`config.mk`:
```
export PLATFORM = sky130hd
export DESIGN_NAME = dcache_write_buffer_flat
export DESIGN_NICKNAME = d
export VERILOG_FILES = /design/src/rtl/wb_pkg.sv /design/src/rtl/dcache_write_buffer_if.sv /design/src/rtl/wb_line_store.sv /design/src/rtl/dcache_write_buffer.sv /design/src/flat_wrapper.sv
export SDC_FILE = /design/constraint.sdc
export NUM_CORES = 2
export LEC_CHECK = 0
export ABC_AREA = 1
export BUFFER_PORTS_ARGS = -buffer_cell sky130_fd_sc_hd__buf_2
export CORE_ASPECT_RATIO = 0.75
export CORE_MARGIN = 1
export CORE_UTILIZATION = 60
export CTS_CLUSTER_SIZE = 8
export DETAILED_ROUTE_END_ITERATION = 7
export PLACE_DENSITY = 0.81
export SLEW_MARGIN = 20
export SYNTH_ARGS = -nofsm -noshare
export SYNTH_HDL_FRONTEND = slang
export SYNTH_SLANG_ARGS = --single-unit
```
`constraint.sdc`:
```
create_clock -name clk -period 5.71 [get_ports clk]
set_clock_uncertainty 0.05 [all_clocks]
set_input_delay 0.571 -clock clk [delete_from_list [all_inputs] [get_ports clk]]
set_output_delay 0.571 -clock clk [all_outputs]
set_load 0.005 [all_outputs]
```
`src/rtl/wb_pkg.sv`:
```
// Shared types for the data-cache posted write buffer: FSM states, default
// widths and the buffer entry layout.
package wb_pkg;

    localparam int WB_ADDR_W = 28;
    localparam int WB_LINE_W = 128;

    typedef enum logic [1:0] {
        IDLE,
        DRAIN,
        READ,
        RESP
    } wb_state_e;

    typedef struct packed {
        logic                 valid;
        logic [WB_ADDR_W-1:0] addr;
        logic [WB_LINE_W-1:0] data;
    } wb_entry_t;

endpackage

```
`src/rtl/dcache_write_buffer_if.sv`:
```
// Cache-side and memory-side line buses of the write buffer.
// The buffer is the slave toward the cache and drives the memory request.
interface dcache_write_buffer_if #(
    parameter int ADDR_W = wb_pkg::WB_ADDR_W,
    parameter int LINE_W = wb_pkg::WB_LINE_W
);
    logic              cache_read;
    logic              cache_write;
    logic [ADDR_W-1:0] cache_addr;
    logic [LINE_W-1:0] cache_wdata;
    logic [LINE_W-1:0] cache_rdata;
    logic              cache_ready;
    logic              mem_read;
    logic              mem_write;
    logic [ADDR_W-1:0] mem_addr;
    logic [LINE_W-1:0] mem_wdata;
    logic [LINE_W-1:0] mem_rdata;
    logic              mem_ready;
    logic              wb_empty;

    modport slave (
        input  cache_read, cache_write, cache_addr, cache_wdata, mem_rdata, mem_ready,
        output cache_rdata, cache_ready, mem_read, mem_write, mem_addr, mem_wdata, wb_empty
    );

    modport master (
        output cache_read, cache_write, cache_addr, cache_wdata, mem_rdata, mem_ready,
        input  cache_rdata, cache_ready, mem_read, mem_write, mem_addr, mem_wdata, wb_empty
    );
endinterface

```
`src/rtl/wb_line_store.sv`:
```
// Circular line store with CAM lookup: returns the youngest matching entry
// for reads and a coalesce target for writes.
module wb_line_store import wb_pkg::*; #(
    parameter  int DEPTH = 4,
    localparam int PTR_W = $clog2(DEPTH),
    localparam int CNT_W = PTR_W + 1
) (
    input  logic                 clk,
    input  logic                 rst_n,
    input  logic                 enq,
    input  logic [WB_ADDR_W-1:0] enq_addr,
    input  logic [WB_LINE_W-1:0] wdata,
    input  logic                 coal,
    input  logic [PTR_W-1:0]     coal_idx,
    input  logic                 pop,
    input  logic [WB_ADDR_W-1:0] lkup_addr,
    input  logic                 excl_head,
    output logic                 rd_hit,
    output logic [WB_LINE_W-1:0] rd_data,
    output logic                 wr_hit,
    output logic [PTR_W-1:0]     wr_idx,
    output logic [WB_ADDR_W-1:0] head_addr,
    output logic [WB_LINE_W-1:0] head_data,
    output logic [CNT_W-1:0]     count
);
    wb_entry_t        ents [DEPTH];
    logic [PTR_W-1:0] head, tail;

    always_ff @(posedge clk or negedge rst_n) begin
        if (!rst_n) begin
            for (int i = 0; i < DEPTH; i++) ents[i] <= '0;
            head  <= '0;
            tail  <= '0;
            count <= '0;
        end else begin
            if (pop) begin
                ents[head].valid <= 1'b0;
                head             <= head + PTR_W'(1);
            end
            if (enq) begin
                ents[tail] <= '{valid: 1'b1, addr: enq_addr, data: wdata};
                tail       <= tail + PTR_W'(1);
            end
            if (coal) ents[coal_idx].data <= wdata;
            count <= count + CNT_W'(enq) - CNT_W'(pop);
        end
    end

    // Walk oldest to youngest so the last match wins.
    always_comb begin
        rd_hit  = 1'b0;
        rd_data = '0;
        wr_hit  = 1'b0;
        wr_idx  = '0;
        for (int k = 0; k < DEPTH; k++) begin
            automatic logic [PTR_W-1:0] idx = head + PTR_W'(k);
            if (ents[idx].valid && ents[idx].addr == lkup_addr) begin
                rd_hit  = 1'b1;
                rd_data = ents[idx].data;
                if (!(excl_head && k == 0)) begin
                    wr_hit = 1'b1;
                    wr_idx = idx;
                end
            end
        end
    end

    assign head_addr = ents[head].addr;
    assign head_data = ents[head].data;

endmodule

```
`src/rtl/dcache_write_buffer.sv`:
```
// Posted write buffer between the data cache and slow memory: acks line
// writes in one cycle, drains them in order, and serves read hits locally.
module dcache_write_buffer import wb_pkg::*; #(
    parameter int DEPTH  = 4,
    parameter int ADDR_W = WB_ADDR_W,
    parameter int LINE_W = WB_LINE_W
) (
    input logic                  clk,
    input logic                  rst_n,
    dcache_write_buffer_if.slave bus
);
    localparam int PTR_W = $clog2(DEPTH);
    localparam int CNT_W = PTR_W + 1;

    wb_state_e         state, state_nx;
    logic              cache_ready_q, mem_read_q, mem_write_q;
    logic [LINE_W-1:0] cache_rdata_q, mem_wdata_q;
    logic [ADDR_W-1:0] mem_addr_q;
    logic              req_ok, rd_req, wr_req, rd_miss;
    logic              rd_hit, wr_hit, enq, coal, pop, excl_head;
    logic [PTR_W-1:0]  wr_idx;
    logic [CNT_W-1:0]  count;
    logic [LINE_W-1:0] rd_data, head_data;
    logic [ADDR_W-1:0] head_addr;

    // The cache keeps its request up during the ack cycle, so ignore it then.
    assign req_ok  = !cache_ready_q && (state == IDLE || state == DRAIN);
    assign rd_req  = req_ok && bus.cache_read;
    assign wr_req  = req_ok && bus.cache_write;
    assign rd_miss = rd_req && !rd_hit;

    // The head is being (or about to be) copied to memory; never modify it.
    assign excl_head = (state == DRAIN) || (state_nx == DRAIN);
    assign coal      = wr_req && wr_hit;
    assign enq       = wr_req && !wr_hit && (count < CNT_W'(DEPTH));
    assign pop       = (state == DRAIN) && bus.mem_ready;

    wb_line_store #(.DEPTH(DEPTH)) u_store (
        .clk       (clk),
        .rst_n     (rst_n),
        .enq       (enq),
        .enq_addr  (bus.cache_addr),
        .wdata     (bus.cache_wdata),
        .coal      (coal),
        .coal_idx  (wr_idx),
        .pop       (pop),
        .lkup_addr (bus.cache_addr),
        .excl_head (excl_head),
        .rd_hit    (rd_hit),
        .rd_data   (rd_data),
        .wr_hit    (wr_hit),
        .wr_idx    (wr_idx),
        .head_addr (head_addr),
        .head_data (head_data),
        .count     (count)
    );

    // A read miss waiting in IDLE takes priority over the next drain.
    always_comb begin
        state_nx = state;
        case (state)
            IDLE: begin
                if (rd_miss)            state_nx = READ;
                else if (count != '0)   state_nx = DRAIN;
            end
            DRAIN:   if (bus.mem_ready) state_nx = IDLE;
            READ:    if (bus.mem_ready) state_nx = RESP;
            RESP:    state_nx = IDLE;
            default: state_nx = IDLE;
        endcase
    end

    always_ff @(posedge clk or negedge rst_n) begin
        if (!rst_n) begin
            state         <= IDLE;
            cache_ready_q <= 1'b0;
            cache_rdata_q <= '0;
            mem_read_q    <= 1'b0;
            mem_write_q   <= 1'b0;
            mem_addr_q    <= '0;
            mem_wdata_q   <= '0;
        end else begin
            state         <= state_nx;
            cache_ready_q <= coal || enq || (rd_req && rd_hit) || (state == RESP);

            if (rd_req && rd_hit)
                cache_rdata_q <= rd_data;
            else if (state == READ && bus.mem_ready)
                cache_rdata_q <= bus.mem_rdata;

            if (state == IDLE && state_nx == READ) begin
                mem_read_q <= 1'b1;
                mem_addr_q <= bus.cache_addr;
            end else if (state == IDLE && state_nx == DRAIN) begin
                mem_write_q <= 1'b1;
                mem_addr_q  <= head_addr;
                mem_wdata_q <= head_data;
            end

            if (pop)                          mem_write_q <= 1'b0;
            if (state == READ && bus.mem_ready) mem_read_q <= 1'b0;
        end
    end

    assign bus.cache_ready = cache_ready_q;
    assign bus.cache_rdata = cache_rdata_q;
    assign bus.mem_read    = mem_read_q;
    assign bus.mem_write   = mem_write_q;
    assign bus.mem_addr    = mem_addr_q;
    assign bus.mem_wdata   = mem_wdata_q;
    assign bus.wb_empty    = (count == '0);

endmodule
```
`src/flat_wrapper.sv`:
```
// flat-port wrapper written by rule: the top's interface ports become plain ports
module dcache_write_buffer_flat import wb_pkg::*;
#(
    parameter int DEPTH  = 4,
    parameter int ADDR_W = WB_ADDR_W,
    parameter int LINE_W = WB_LINE_W
)
  (clk, rst_n, bus_cache_read, bus_cache_write, bus_cache_addr, bus_cache_wdata, bus_mem_rdata, bus_mem_ready, bus_cache_rdata, bus_cache_ready, bus_mem_read, bus_mem_write, bus_mem_addr, bus_mem_wdata, bus_wb_empty);
  dcache_write_buffer_if #(.ADDR_W(ADDR_W), .LINE_W(LINE_W)) bus_i ();
  input logic clk;
  input logic rst_n;
  input wire logic [$bits(bus_i.cache_read)-1:0] bus_cache_read;
  input wire logic [$bits(bus_i.cache_write)-1:0] bus_cache_write;
  input wire logic [$bits(bus_i.cache_addr)-1:0] bus_cache_addr;
  input wire logic [$bits(bus_i.cache_wdata)-1:0] bus_cache_wdata;
  input wire logic [$bits(bus_i.mem_rdata)-1:0] bus_mem_rdata;
  input wire logic [$bits(bus_i.mem_ready)-1:0] bus_mem_ready;
  output wire logic [$bits(bus_i.cache_rdata)-1:0] bus_cache_rdata;
  output wire logic [$bits(bus_i.cache_ready)-1:0] bus_cache_ready;
  output wire logic [$bits(bus_i.mem_read)-1:0] bus_mem_read;
  output wire logic [$bits(bus_i.mem_write)-1:0] bus_mem_write;
  output wire logic [$bits(bus_i.mem_addr)-1:0] bus_mem_addr;
  output wire logic [$bits(bus_i.mem_wdata)-1:0] bus_mem_wdata;
  output wire logic [$bits(bus_i.wb_empty)-1:0] bus_wb_empty;
  assign bus_i.cache_read = bus_cache_read;
  assign bus_i.cache_write = bus_cache_write;
  assign bus_i.cache_addr = bus_cache_addr;
  assign bus_i.cache_wdata = bus_cache_wdata;
  assign bus_i.mem_rdata = bus_mem_rdata;
  assign bus_i.mem_ready = bus_mem_ready;
  assign bus_cache_rdata = bus_i.cache_rdata;
  assign bus_cache_ready = bus_i.cache_ready;
  assign bus_mem_read = bus_i.mem_read;
  assign bus_mem_write = bus_i.mem_write;
  assign bus_mem_addr = bus_i.mem_addr;
  assign bus_mem_wdata = bus_i.mem_wdata;
  assign bus_wb_empty = bus_i.wb_empty;
  dcache_write_buffer #(.DEPTH(DEPTH), .ADDR_W(ADDR_W), .LINE_W(LINE_W)) u_core (.clk(clk), .rst_n(rst_n), .bus(bus_i));
endmodule
```
==> flow_summary.html <==
<table>
<tr><th>Metric</th><th>Value</th></tr>
<tr><th colspan="2">Outcome</th></tr>
<tr><td>Status</td><td>complete, but fails checks</td></tr>
<tr><td>Violations in the final reports</td><td>DRC</td></tr>
<tr><th colspan="2">Die</th></tr>
<tr><td>Rows</td><td>96</td></tr>
<tr><td>Initial cell density of the core</td><td>60.6%</td></tr>
<tr><td>Full die area</td><td>approximately 94000 sq um</td></tr>
<tr><td>I/O pin count</td><td>577</td></tr>
<tr><td>Area inside the core boundary</td><td>91500 sq um</td></tr>
<tr><td>Vertical extent of the die</td><td>265 um</td></tr>
<tr><td>Chip width</td><td>about 350 um</td></tr>
<tr><th colspan="2">Worst hold path</th></tr>
<tr><td>WHS Path Cells</td><td>3</td></tr>
<tr><td>Hold Startpoint</td><td>bus_cache_wdata[61]</td></tr>
<tr><td>Hold/Removal Path Class</td><td>in2reg</td></tr>
<tr><td>End point of the most critical hold path</td><td>u_core.u_store.ents[61]</td></tr>
<tr><th colspan="2">Clock tree</th></tr>
<tr><td>Clock root cell</td><td>sky130_fd_sc_hd__clkbuf_16</td></tr>
<tr><td>Clock Tree Buf Depth</td><td>3</td></tr>
<tr><td>Clock tree from TritonCTS</td><td>yes</td></tr>
<tr><td>Skew-Pair Late Insertion Delay</td><td>just under 800 ps</td></tr>
<tr><td>Count of clock tree sinks</td><td>~900</td></tr>
<tr><td>CTS clk-pin slew, worst paths</td><td>around 50 ps</td></tr>
<tr><td>Number of buffers inserted for hold repair after clock tree synthesis</td><td>96</td></tr>
<tr><td>TritonCTS Buffers</td><td>around 130</td></tr>
<tr><td>Post-CTS Setup Repair Bufs</td><td>0</td></tr>
<tr><td>Resized Gates After CTS</td><td>0</td></tr>
<tr><td>H-tree levels</td><td>4</td></tr>
<tr><th colspan="2">Synthesis</th></tr>
<tr><td>Number of flops mapped to enable cells by yosys</td><td>0</td></tr>
<tr><td>Number of synthesized register bits</td><td>slightly above 900</td></tr>
<tr><td>Number of instances in the synthesized netlist</td><td>slightly below 8k</td></tr>
<tr><td>Biggest area consumer among synthesized cells</td><td>sky130_fd_sc_hd__dfrtp_1</td></tr>
<tr><td>Share of synthesized area occupied by flip-flops and latches</td><td>a little over two fifths</td></tr>
<tr><td>Warnings, synthesis</td><td>0</td></tr>
<tr><td>Post-synth design cell area</td><td>around 55000 sq um</td></tr>
<tr><td>Most common cell in the synthesized netlist</td><td>sky130_fd_sc_hd__nand2_1</td></tr>
<tr><td>Top post-synthesis cells by count</td><td>2924 x sky130_fd_sc_hd__nand2_1, 924 x sky130_fd_sc_hd__dfrtp_1, 908 x sky130_fd_sc_hd__o21ai_0</td></tr>
<tr><td>Biggest area contributors in the synthesized netlist</td><td>sky130_fd_sc_hd__dfrtp_1 42%, sky130_fd_sc_hd__nand2_1 20%, sky130_fd_sc_hd__o21ai_0 8.2%, sky130_fd_sc_hd__nand3_1 8.0%, sky130_fd_sc_hd__mux2i_1 4.6%</td></tr>
<tr><td>Synth top area share</td><td>a little over two fifths</td></tr>
<tr><td>Number of nets in the synthesized netlist</td><td>~8k</td></tr>
<tr><td>Count of different cell masters after synthesis</td><td>38</td></tr>
<tr><td>Ys async rst share</td><td>100%</td></tr>
<tr><td>Most used flip-flop cell after synthesis</td><td>sky130_fd_sc_hd__dfrtp_1</td></tr>
<tr><td>Average size of a mapped cell</td><td>approximately 7.2 sq um</td></tr>
<tr><th colspan="2">GRT</th></tr>
<tr><td>Antenna violations before repair</td><td>23</td></tr>
<tr><td>All-Layer GR Usage</td><td>41.9%</td></tr>
<tr><td>Vias in the first global route</td><td>about 55k</td></tr>
<tr><td>Overflow left after global routing</td><td>0</td></tr>
<tr><td>Wire length of the first global-routing pass</td><td>between 300000 and 400000 um</td></tr>
<tr><td>Pin count of the biggest net entering global routing</td><td>between 200 and 300</td></tr>
<tr><th colspan="2">Final layout</th></tr>
<tr><td>Fraction of final layout cells sized beyond drive strength 1</td><td>between 10% and 20%</td></tr>
<tr><td>Finished Core Util</td><td>between 60 and 70%</td></tr>
<tr><td>Combined area of the multi-input logic cells</td><td>between 20000 and 30000 sq um</td></tr>
<tr><td>Footprint of the flip-flops and latches</td><td>roughly 23000 sq um</td></tr>
<tr><td>Fill cells</td><td>7547</td></tr>
<tr><td>Net count of the finished layout</td><td>8298</td></tr>
<tr><td>Final design instance area without fill</td><td>around 63000 sq um</td></tr>
<tr><td>Relative area change from synthesis to final layout</td><td>13.6%</td></tr>
<tr><th colspan="2">STA</th></tr>
<tr><td>Number of setup violations in the final report</td><td>0</td></tr>
<tr><td>Max-slew violation total from the final report</td><td>0</td></tr>
<tr><td>Relative slew slack</td><td>under 10%</td></tr>
<tr><td>Setup TNS Final</td><td>0 ps</td></tr>
<tr><td>Crit path time final</td><td>5360 ps</td></tr>
<tr><td>Final hold vios</td><td>0</td></tr>
<tr><td>Worst-Margin Slew</td><td>between 1000 and 1500 ps</td></tr>
<tr><td>Period Utilization, post-route</td><td>roughly 94%</td></tr>
<tr><td>Highest achievable clock rate</td><td>between 150 and 200 MHz</td></tr>
<tr><td>Unrepaired setup endpoints after global routing</td><td>false</td></tr>
<tr><th colspan="2">Route</th></tr>
<tr><td>First-pass iteration count of the detailed router</td><td>8</td></tr>
<tr><td>Ratio of routed vias to standard cells</td><td>6.36</td></tr>
<tr><td>Routed WL</td><td>201000 um</td></tr>
<tr><td>Routed wire per std cell</td><td>~22 um</td></tr>
<tr><td>Initial DRC count</td><td>between 7k and 8k</td></tr>
<tr><td>Number of remaining DRC errors</td><td>1</td></tr>
<tr><td>Post-route antenna net violation count</td><td>0</td></tr>
<tr><td>Vias</td><td>slightly below 60k</td></tr>
<tr><th colspan="2">Placement</th></tr>
<tr><td>Quantity of I/O buffers inserted on ports</td><td>around 580</td></tr>
<tr><td>Cell area after placement</td><td>between 50000 and 60000 sq um</td></tr>
<tr><td>Placer's final routability congestion estimate</td><td>around 1</td></tr>
<tr><td>Post-detailed-placement half-perimeter wirelength</td><td>between 100000 and 150000 um</td></tr>
<tr><th colspan="2">Worst setup path</th></tr>
<tr><td>CP Data Required Time</td><td>approximately 6400 ps</td></tr>
<tr><td>Slowest cell on the critical path</td><td>sky130_fd_sc_hd__dfrtp_4</td></tr>
<tr><td>Source of the worst register-to-register timing path</td><td>u_core.u_store.head[0]</td></tr>
<tr><td>Reg2reg path depth</td><td>24</td></tr>
<tr><td>Endpoint arrival time on the critical path</td><td>around 6000 ps</td></tr>
<tr><td>CP Class</td><td>reg2reg</td></tr>
<tr><td>Nature of the critical path endpoint</td><td>flop</td></tr>
<tr><td>CP Max Fanout</td><td>about 120</td></tr>
<tr><td>Capture instance of the worst register-to-register path</td><td>u_core.u_store.ents[479]</td></tr>
<tr><td>Cell Chain, Critical Path</td><td>inv_2 -&gt; ha_2 -&gt; inv_8 -&gt; nand3_1 -&gt; nand3_1 -&gt; nand2_1 -&gt; nor2_1 -&gt; nand3_1 -&gt; nor2_1 -&gt; nand2_8 -&gt; nand2_1 -&gt; nor2_4 -&gt; nand2_1 -&gt; nand2_8 -&gt; nand2_2 -&gt; nand2_2 -&gt; nand2_2 -&gt; and3_1 -&gt; buf_4 -&gt; nand2_8 -&gt; nand2_4 -&gt; buf_12 -&gt; nand2_1 -&gt; nand2_1</td></tr>
<tr><td>Flop-to-flop setup slack</td><td>approximately 350 ps</td></tr>
<tr><td>Top cell by count, worst path</td><td>sky130_fd_sc_hd__nand2_1</td></tr>
<tr><td>Worst stage delay on the critical path</td><td>about 490 ps</td></tr>
<tr><td>Startpoint types</td><td>flop</td></tr>
<tr><th colspan="2">Pwr</th></tr>
<tr><td>Worst VDD drop</td><td>roughly 0.85 mV</td></tr>
<tr><td>Areal power density over the cells</td><td>just over 600 nW/um^2</td></tr>
<tr><td>Pleak</td><td>about 32 nW</td></tr>
<tr><th colspan="2">Run</th></tr>
<tr><td>Max-capacitance violation count</td><td>0</td></tr>
</table>
[through the flow]
step	setup slack [ps]	hold WS (ps)	power [W]	instances
after floorplan	554	225	0.0250	7740
after global placement	631	411	0.0296	8992
after detailed placement	517	420	0.0304	8992
after CTS	474	0.179	0.0378	9238
after global routing	90.2	21.4	0.0413	9251
final	352	20.4	0.0385	9256
[worst max-delay path by stage]
| stage | to | cells after the start | slack, ps | start |
|---|---|---|---|---|
| after floorplan | u_core.u_store.count[2] | 35 | 550 | u_core.u_store.head[1] |
| after global placement | u_core.u_store.ents[202] | 26 | 630 | u_core.u_store.head[0] |
| after detailed placement | u_core.u_store.ents[191] | 26 | 520 | u_core.u_store.head[0] |
| after CTS | u_core.u_store.ents[191] | 26 | 470 | u_core.u_store.head[0] |
| after global routing | u_core.u_store.ents[479] | 26 | 90 | u_core.u_store.head[0] |
| final | u_core.u_store.ents[479] | 24 | 350 | u_core.u_store.head[0] |
[layer usage]
metal	wire (um)	vias to the layer above	track usage [%]
met2	86500	4213	62.3
met4	9190	14	20.0
met3	26900	711	11.0
met5	89	-	0
li1	-	26500	-
met1	77900	27400	57.0
[where the power goes]
part           leakage [nW]  total, W  internal, W  switching (W)
combinational          18.5    0.0195      0.00649         0.0130
clock                  1.75   0.00720      0.00418        0.00302
sequential             11.6    0.0118      0.00954        0.00223
total                  31.9    0.0385       0.0202         0.0183
[worst max-delay path: cells and delay by family (launching register included)]
family        cells  cell delay, ps
flops             1             490
simple gates     19            3060
fa+ha+maj         1             320
buf+inv           4            1130
[cell usage in the layout (no fill, tap or decap), types with 64 or more instances in the layout]
master,n
sky130_fd_sc_hd__a21oi_1,203
sky130_fd_sc_hd__buf_2,575
sky130_fd_sc_hd__clkbuf_16,133
sky130_fd_sc_hd__dfrtp_1,922
sky130_fd_sc_hd__dlygate4sd3_1,96
sky130_fd_sc_hd__inv_1,315
sky130_fd_sc_hd__mux2i_1,256
sky130_fd_sc_hd__nand2_1,2920
sky130_fd_sc_hd__nand3_1,882
sky130_fd_sc_hd__nor2_1,64
sky130_fd_sc_hd__nor3_1,77
sky130_fd_sc_hd__o211ai_1,257
sky130_fd_sc_hd__o21ai_0,908
sky130_fd_sc_hd__o311ai_0,128
[cells by family after synthesis]
| family | after synthesis | share of synthesized area [%] |
|---|---|---|
| muxes | 256 | 4.62 |
| DFF | 924 | 41.7 |
| adders and majority gates | 11 | 0.262 |
| buffers and inverters | 970 | 7.36 |
| AOI/OAI and AO/OA | 1582 | 16.5 |
| xor gates and xnor gates | 8 | 0.126 |
| and+or+nand+nor | 3989 | 29.4 |
[cell type report]
class	count	share of cell area [%]
diodes	18	0.0715
clock buffers	134	5.29
clock inverters	16	0.397
inverters	335	2.04
multi-input cells	5846	45.1
flip-flops and latches	924	36.7
well taps	1225	2.43
repair buffers	758	7.97
Power figures use the tool's default switching activity.
